**src/rtl/alu_issue_stage.sv**
```systemverilog
// alu_issue_stage: RV32I integer-ALU decode/operand select feeding the ALU through a registered 2-entry skid buffer.
module alu_issue_stage #(
  parameter int XLEN = 32
) (
  input  logic            CLK,
  input  logic            RST,
  input  logic            flush,
  input  logic            in_valid,
  output logic            in_ready,
  input  logic [31:0]     in_instr,
  input  logic [XLEN-1:0] in_pc,
  input  logic [XLEN-1:0] in_rs1_data,
  input  logic [XLEN-1:0] in_rs2_data,
  output logic            out_valid,
  input  logic            out_ready,
  output logic [2:0]      alu_op,
  output logic [6:0]      alu_subop,
  output logic [XLEN-1:0] alu_oprnd1,
  output logic [XLEN-1:0] alu_oprnd2,
  output logic [4:0]      out_rd,
  output logic            out_wen,
  output logic [XLEN-1:0] out_pc,
  output logic            illegal
);
  typedef struct packed {
    logic [2:0]      op;
    logic [6:0]      subop;
    logic [XLEN-1:0] o1;
    logic [XLEN-1:0] o2;
    logic [4:0]      rd;
    logic            wen;
    logic [XLEN-1:0] pc;
  } entry_t;
  typedef enum logic [1:0] {EMPTY, BUSY, FULL} state_t;
  state_t state, nxt;
  entry_t dec, main_q, skid_q;
  logic [6:0] opc, f7;
  logic [2:0] f3;
  logic is_op, is_imm, is_lui, is_auipc, sh, legal;
  logic acc, la, ld_main, ld_skid, mv_skid;
  assign opc      = in_instr[6:0];
  assign f3       = in_instr[14:12];
  assign f7       = in_instr[31:25];
  assign is_op    = opc == 7'b0110011;
  assign is_imm   = opc == 7'b0010011;
  assign is_lui   = opc == 7'b0110111;
  assign is_auipc = opc == 7'b0010111;
  assign sh       = is_imm && (f3 == 3'b001 || f3 == 3'b101);
  // Only SUB/SRA (OP) and SRAI (OP-IMM) may carry funct7 0100000.
  assign legal = is_op  ? (f7 == 7'b0 || (f7 == 7'b0100000 && (f3 == 3'b000 || f3 == 3'b101))) :
                 is_imm ? (!sh || f7 == 7'b0 || (f3 == 3'b101 && f7 == 7'b0100000)) :
                 is_lui || is_auipc;
  always_comb begin
    dec.op    = (is_op || is_imm) ? f3 : 3'b0;
    dec.subop = (is_op || sh) ? f7 : 7'b0;
    dec.o1    = is_lui ? '0 : is_auipc ? in_pc : in_rs1_data;
    dec.o2    = is_op  ? in_rs2_data :
                sh     ? {27'b0, in_instr[24:20]} :
                is_imm ? {{20{in_instr[31]}}, in_instr[31:20]} :
                         {in_instr[31:12], 12'b0};
    dec.rd    = in_instr[11:7];
    dec.wen   = |in_instr[11:7];
    dec.pc    = in_pc;
  end
  assign acc = in_valid && in_ready && !flush;
  assign la  = acc && legal;
  always_comb begin
    nxt     = state;
    ld_main = 1'b0;
    ld_skid = 1'b0;
    mv_skid = 1'b0;
    case (state)
      EMPTY: begin
        ld_main = la;
        nxt     = la ? BUSY : EMPTY;
      end
      BUSY: begin
        ld_main = la && out_ready;
        ld_skid = la && !out_ready;
        nxt     = ld_skid ? FULL : (!la && out_ready) ? EMPTY : BUSY;
      end
      FULL: begin
        mv_skid = out_ready;
        nxt     = out_ready ? BUSY : FULL;
      end
      default: nxt = EMPTY;
    endcase
    if (flush) nxt = EMPTY;
  end
  always_ff @(posedge CLK or posedge RST) begin
    if (RST) begin
      state     <= EMPTY;
      out_valid <= 1'b0;
      in_ready  <= 1'b1;
      illegal   <= 1'b0;
      main_q    <= '0;
      skid_q    <= '0;
    end else begin
      state     <= nxt;
      out_valid <= nxt != EMPTY;
      in_ready  <= nxt != FULL;
      illegal   <= acc && !legal;
      if (ld_main) main_q <= dec;
      else if (mv_skid) main_q <= skid_q;
      if (ld_skid) skid_q <= dec;
    end
  end
  assign alu_op     = main_q.op;
  assign alu_subop  = main_q.subop;
  assign alu_oprnd1 = main_q.o1;
  assign alu_oprnd2 = main_q.o2;
  assign out_rd     = main_q.rd;
  assign out_wen    = main_q.wen;
  assign out_pc     = main_q.pc;
endmodule

```
**config.mk**
```make
export PLATFORM = sky130hd
export DESIGN_NAME = alu_issue_stage
export DESIGN_NICKNAME = d
export VERILOG_FILES = /design/src/rtl/alu_issue_stage.sv
export SDC_FILE = /design/constraint.sdc
export NUM_CORES = 1
export LEC_CHECK = 0
export ABC_AREA = 1
export BUFFER_PORTS_ARGS = -buffer_cell sky130_fd_sc_hd__clkbuf_2
export CORE_MARGIN = 2
export CORE_UTILIZATION = 40
export DETAILED_ROUTE_END_ITERATION = 7
export HOLD_SLACK_MARGIN = 0.12
export RECOVER_POWER = 100
export SYNTH_ARGS = -nofsm -noshare
export SYNTH_HDL_FRONTEND = slang
export SYNTH_SLANG_ARGS = --single-unit
```
**constraint.sdc**
```tcl
create_clock -name CLK -period 7.7 [get_ports CLK]
set_clock_uncertainty 0.2 [all_clocks]
set_input_delay 0.385 -clock CLK [delete_from_list [all_inputs] [get_ports CLK]]
set_output_delay 0.385 -clock CLK [all_outputs]
set_load 0.02 [all_outputs]
```
Yosys cells after proc, flatten, opt, wreduce, memory -nomap -nowiden
Index checks and enable logic that the tools add are counted.
- add/subtract/negate cells: 0
- multipliers: 0
- div/mod/pow operators: 0
- order comparisons: 0
- equal/unequal tests: 10
- shift-type cells: 0
- multiplexer cells: 20
- bitwise logic cells: 0
- reduce and logical (&&, ||, !) cells: 29
- operators with widths (kind ; count):
    2-to-1 mux 112 bit ; 2
    2-to-1 mux 32 bit ; 4
    2-to-1 mux 31 bit ; 1
    equality test 7 x 6 -> 1 bit, second input constant ; 3
    equality test 7 x 5 -> 1 bit, second input constant ; 2
    logical AND 1 bit ; 10
    logical OR 1 bit ; 8
    zero test 7 bit ; 1
    2-to-1 mux 7 bit ; 1
    2-to-1 mux 1 bit ; 6
    2-to-1 mux 2 bit ; 3
    one-hot mux 2 bit (3 select lines) ; 1
    zero test 1 bit ; 5
    OR reduction 5 bit ; 1
    nonzero test 2 bit ; 2
    equality test 3 x 1 -> 1 bit, second input constant ; 1
    equality test 3 bit, second input constant ; 1
    zero test 3 bit ; 1
    2-to-1 mux 3 bit ; 1
    equality test 2 x 1 -> 1 bit, second input constant ; 1
    equality test 2 bit, second input constant ; 1
    zero test 2 bit ; 1
    inequality test 2 bit, second input constant ; 1
    one-hot mux 1 bit (2 select lines) ; 1
- register bits after elaboration: 229
- latch bits: 0
- bits in writable memories: 0
- ROM bits: 0
- output and inout port bits: 115
- word-level logic and storage cells: 77
- memories: 0

Logic depth before layout (Yosys ltp)
- word-level depth: 16
- gate-level depth with buffers: 15
- depth with buffers taken out: 13

Worst setup path before layout
No wires, ideal clock.
- kind: input-to-reg
- start: input in_instr[4]
- end: register main_q (netlist bit out_pc[0])
- setup time: 0.117 ns
- arrival time: 2.221 ns
- slack: 5.161 ns
- stages: 14
- path buffers: 3
- cells stage by stage: inv_1 > nor2_1 > nand3_1 > nor2_2 > inv_2 > clkbuf_1 > a21oi_1 > ha_1 > nand3_2 > clkbuf_1 > clkbuf_1 > nand3_1 > nand2_1 > nand2_1
- cells in the longest elaborated chain, start to end: 11
- elaborated cells between the ends (all ways): 16
- those cells by class: eq/ne (4); mux (4); reduce/logical (8)
- ends and longest elaborated chain (item ; line ; RTL):
    from (decl) ; 10 ; input logic [31:0] in_instr,
    equality test 7 x 5 -> 1 bit ; 45 ; assign is_imm = opc == 7'b0010011;
    logical AND 1 bit ; 48 ; assign sh = is_imm && (f3 == 3'b001 || f3 == 3'b101);
    zero test 1 bit ; 51 ; is_imm ? (!sh || f7 == 7'b0 || (f3 == 3'b101 && f7 == 7'b0100000)) :
    logical OR 1 bit (2 in a row) ; 51 ;
    2-to-1 mux 1 bit ; 51 ;
    2-to-1 mux 1 bit * ; 50 ; assign legal = is_op ? (f7 == 7'b0 || (f7 == 7'b0100000 && (f3 == 3'b000 || f3 == 3'b101))) :
    logical AND 1 bit * ; 66 ; assign la = acc && legal;
    logical AND 1 bit ; 78 ; ld_main = la && out_ready;
    one-hot mux 1 bit (2 select lines) * ; 72 ; case (state)
    2-to-1 mux 112 bit or nonzero test 2 bit (tied branches) ; -- ;
    to (signal assigned) ; 104 ; else if (mv_skid) main_q <= skid_q;
    to (decl) ; 36 ; entry_t dec, main_q, skid_q;
Every way passes the cells marked *; elsewhere a longest branch is shown, timed or not.
A chain may end at the register's enable or synchronous reset.

Worst setup path in the final report
- start: input in_instr[13]
- end: register main_q (netlist bit alu_subop[3])
- cells in the longest elaborated chain, start to end: 12
- elaborated cells between the ends (all ways): 21
- those cells by class: eq/ne (2); mux (5); reduce/logical (14)
- ends and longest elaborated chain (item ; line):
    equality test 3 x 1 -> 1 bit or equality test 3 bit (tied branches) ; 48, 50, 51
    logical OR 1 bit ; 48
    logical AND 1 bit ; 48
    zero test 1 bit ; 51
    logical OR 1 bit (2 in a row) ; 51
    2-to-1 mux 1 bit ; 51
    2-to-1 mux 1 bit ; 50
    logical AND 1 bit ; 66
    logical AND 1 bit ; 78
    one-hot mux 1 bit (2 select lines) ; 72
    2-to-1 mux 112 bit or nonzero test 2 bit (tied branches) ; --
Several ways; a longest one is shown, not always the timed one.

==> flow_summary.yaml <==
setup_path:
  rr_worst_depth: 11
  reg2reg_to: "alu_subop[3]$_DFFE_PP0P_"
  ff2ff_setup_slack_ps: 2350
  cp_max_fo: 72
  cp_slowest_cell: "nand2_1"
  critPathBufInv: 4
  crit_path_max_incr_delay_ps: 2220
  worst_setup_path_end_kind: "flip-flop"
  required_ps: 7920
  r2r_start: "in_ready$_DFF_PP1_"
  crit_path_start: "in_instr[13]"
  arrival_ps: 5820
  start_kind: "input pin"
  crit_chain: "dlygate4sd3_1, clkbuf_1, inv_1, nand2_1, nand2_1, a21oi_1, nand2_1, a21oi_1, ha_1, nand3_4, nand2_1, buf_4, nand2_1, nand2_1, nand2_1"
  path_delay_family: "simple AND/OR/NAND/NOR gates"
  critical_path_class: "in -> reg"
  crit_top_cell: "nand2_1"
logic_synthesis:
  syn_avg_cell_area_um2: 7.54
  syn_inst: 1517
  synth_seq_cells: 229
  synth.distinct_cells: 24
  yosys.area.top_type: "dfrtp_1"
  synthTopCellsByArea: "dfrtp_1 (50%), nand2_1 (20%), nand4_1 (6.2%), nand3_1 (5.5%), o21ai_0 (5.1%)"
  yosysSeqAreaShare_pct: 50.1
  synth_warnings: 0
  syn_area_um2: 11400
  synth_top_area_share_pct: 49.9
  synthesis.nets: 1652
clock_tree:
  clk_path_buf_depth: 3
  root_buffer: "clkbuf_16"
  postCtsSetupRepairBufs: 0
  htree_levels: 1
  cts_sinks: 229
  cts_tree: "built"
  worstSkewPairLatency_ps: 530
  cts.repair.resized: 0
  numCtsBuffers: 26
  clkTransAtPathRegs_ps: 60
drt:
  wire_per_inst_um: 16.7
  drtIter0Drc: 974
  drt-met1-wl_um: 16100
  top_layer_used: "met5"
  drtPass1Iterations: 5
  routed-wl-met3_um: 2480
  ant_nets: 0
  drc: 0
  wl_met2_um: 17200
  vias: 11500
  drt_wl_total_um: 36900
  viasPerCell: 5.23
die:
  core_um2: 27900
  initial_utilization_pct: 40.9
  rows: 61
  die_w_um: 173
  pin_count: 248
  die_area_um2: 29900
  die_y_um: 173
final_layout:
  fillCellCount: 2733
  fin_nets: 1942
  seq_area_um2: 5730
  final_common_cell: "nand2_1"
  drive_above_1_share_pct: 10.7
  final_cell_mix: "nand2_1 (622), dfrtp_1 (228), clkbuf_2 (132)"
  area_growth_pct: 28.5
  antennaDiodeCount: 0
  multi_input_area_um2: 4860
placement:
  io_buffers: 247
  place_hpwl_um: 21600
  gp_congestion: 0.834
global_routing:
  first_global_vias: 11000
  track_usage_pct: 24.3
  antenna_found_initial: 1
  grt_max_degree: 110
  grt_pass1_wl_um: 59900
  globalRoute.totalOverflow: 0
pwr:
  finalPower_mw: 3.25
  peakVddDrop_mv: 0.148
  power_density_nw_per_um2: 222
  p_leak_nw: 7.58
timing:
  finalSetupViolCount: 0
  max_slew.worst_pin.slew_ps: 4910
  tns_ps: 0
  fin_crit_ps: 5600
  maxSlewViolCount: 302
  timing.hold.ws_ps: 138
  rsz0062_at_grt: "false"
  hold_violations: 0
  finalCritPeriodShare_pct: 72.8
  max-slew-margin-rel_pct: -229
  fmax_ghz: 0.179
run_status:
  status: "complete, but fails checks"
  violations: "capacitance limit, slew limit"
hold_path:
  hold_path_depth: 5
  min-delay-start: "in_rs2_data[1]"
  hold_end: "skid_q[39]$_DFFE_PP0P_"
  hold_path.class: "in -> reg"
flow_run:
  drv_cap: 4
where the power goes:
| part | switching (mW) | internal, mW |
|---|---|---|
| logic | 0.360 | 0.187 |
| registers | 0.0873 | 1.33 |
| clock network | 0.501 | 0.790 |
how the worst max path moves through the flow:
stage	endpoint	slack (ps)	depth (start not counted)
finish	alu_subop[3]$_DFFE_PP0P_	2100	15
floorplan	alu_op[0]$_DFFE_PP0P_	840	1
detailed placement	alu_op[1]$_DFFE_PP0P_	3000	14
global route	alu_subop[3]$_DFFE_PP0P_	1610	15
CTS	alu_op[1]$_DFFE_PP0P_	3450	15
global placement	alu_oprnd1[1]$_DFFE_PP0P_	3080	14
tightest hold or removal path, stage by stage:
cell and delay, ps:
clkbuf_2 80, nand2_1 50, o21ai_0 130, inv_1 110, o21ai_0 80
synth_stat cells:
cell type,n
buf_4,2
inv_1,80
buf_6,9
clkbuf_1,81
nand2_4,1
nand3_2,1
nand2_1,620
nor2_1,44
nand3_1,126
nor3_1,1
a21o_1,1
dfrtp_1,228
nor2_2,1
ha_1,2
nand4_1,114
o21ai_0,117
a21oi_1,35
buf_2,24
a22oi_1,14
a32oi_1,6
dfstp_2,1
inv_2,2
nand2_2,2
buf_1,5
logic make-up after synthesis:
kind of cell / synth area share (%)
buf+inv: 7.59
flops: 50.1
simple gates: 34.0
compound gates: 8.10
fa+ha+maj: 0.219
sequential cells by signal (all words and copies together) (netlist names):
signal and flops:
alu_oprnd2 32, skid_q 112, alu_oprnd1 32, out_valid 1
in_ready 1, alu_op 3, out_rd 5, out_pc 32
out_wen 1, state 2, alu_subop 7, illegal 1
through the flow:
| step | utilization (%) | worst slack (ps) | instances | area, um^2 |
|---|---|---|---|---|
| 2_1_floorplan | - | 840 | 1517 | 11400 |
| 3_3_place_gp | 45.6 | 3080 | 2035 | 12700 |
| 3_5_place_dp | 45.6 | 3000 | 2035 | 12700 |
| 4_1_cts | 53.2 | 3450 | 2203 | 14900 |
| 5_1_grt | 52.6 | 1610 | 2203 | 14700 |
| 6_report | 52.6 | 2100 | 2203 | 14700 |
routing by layer:
layer	track usage (%)	vias to the layer above
li1	-	5543
met1	34.0	5478
met2	38.6	431
met3	4.16	73
met4	7.42	2
met5	0	-
timing repair:
item                       4_1_cts  5_1_grt
hold endpoints to repair       327        0
setup endpoints to repair        0        0
hold buffers                   122        0
layout make-up:
| type | count | area share [%] |
|---|---|---|
| Timing Repair Buffer | 383 | 16.4 |
| Tap cell | 378 | 3.22 |
| Sequential cell | 229 | 39.0 |
| Inverter | 82 | 2.12 |
| Clock buffer | 40 | 5.55 |
| Clock inverter | 6 | 0.588 |
| Multi-Input combinational cell | 1085 | 33.1 |
Power figures use the tool's default switching activity.
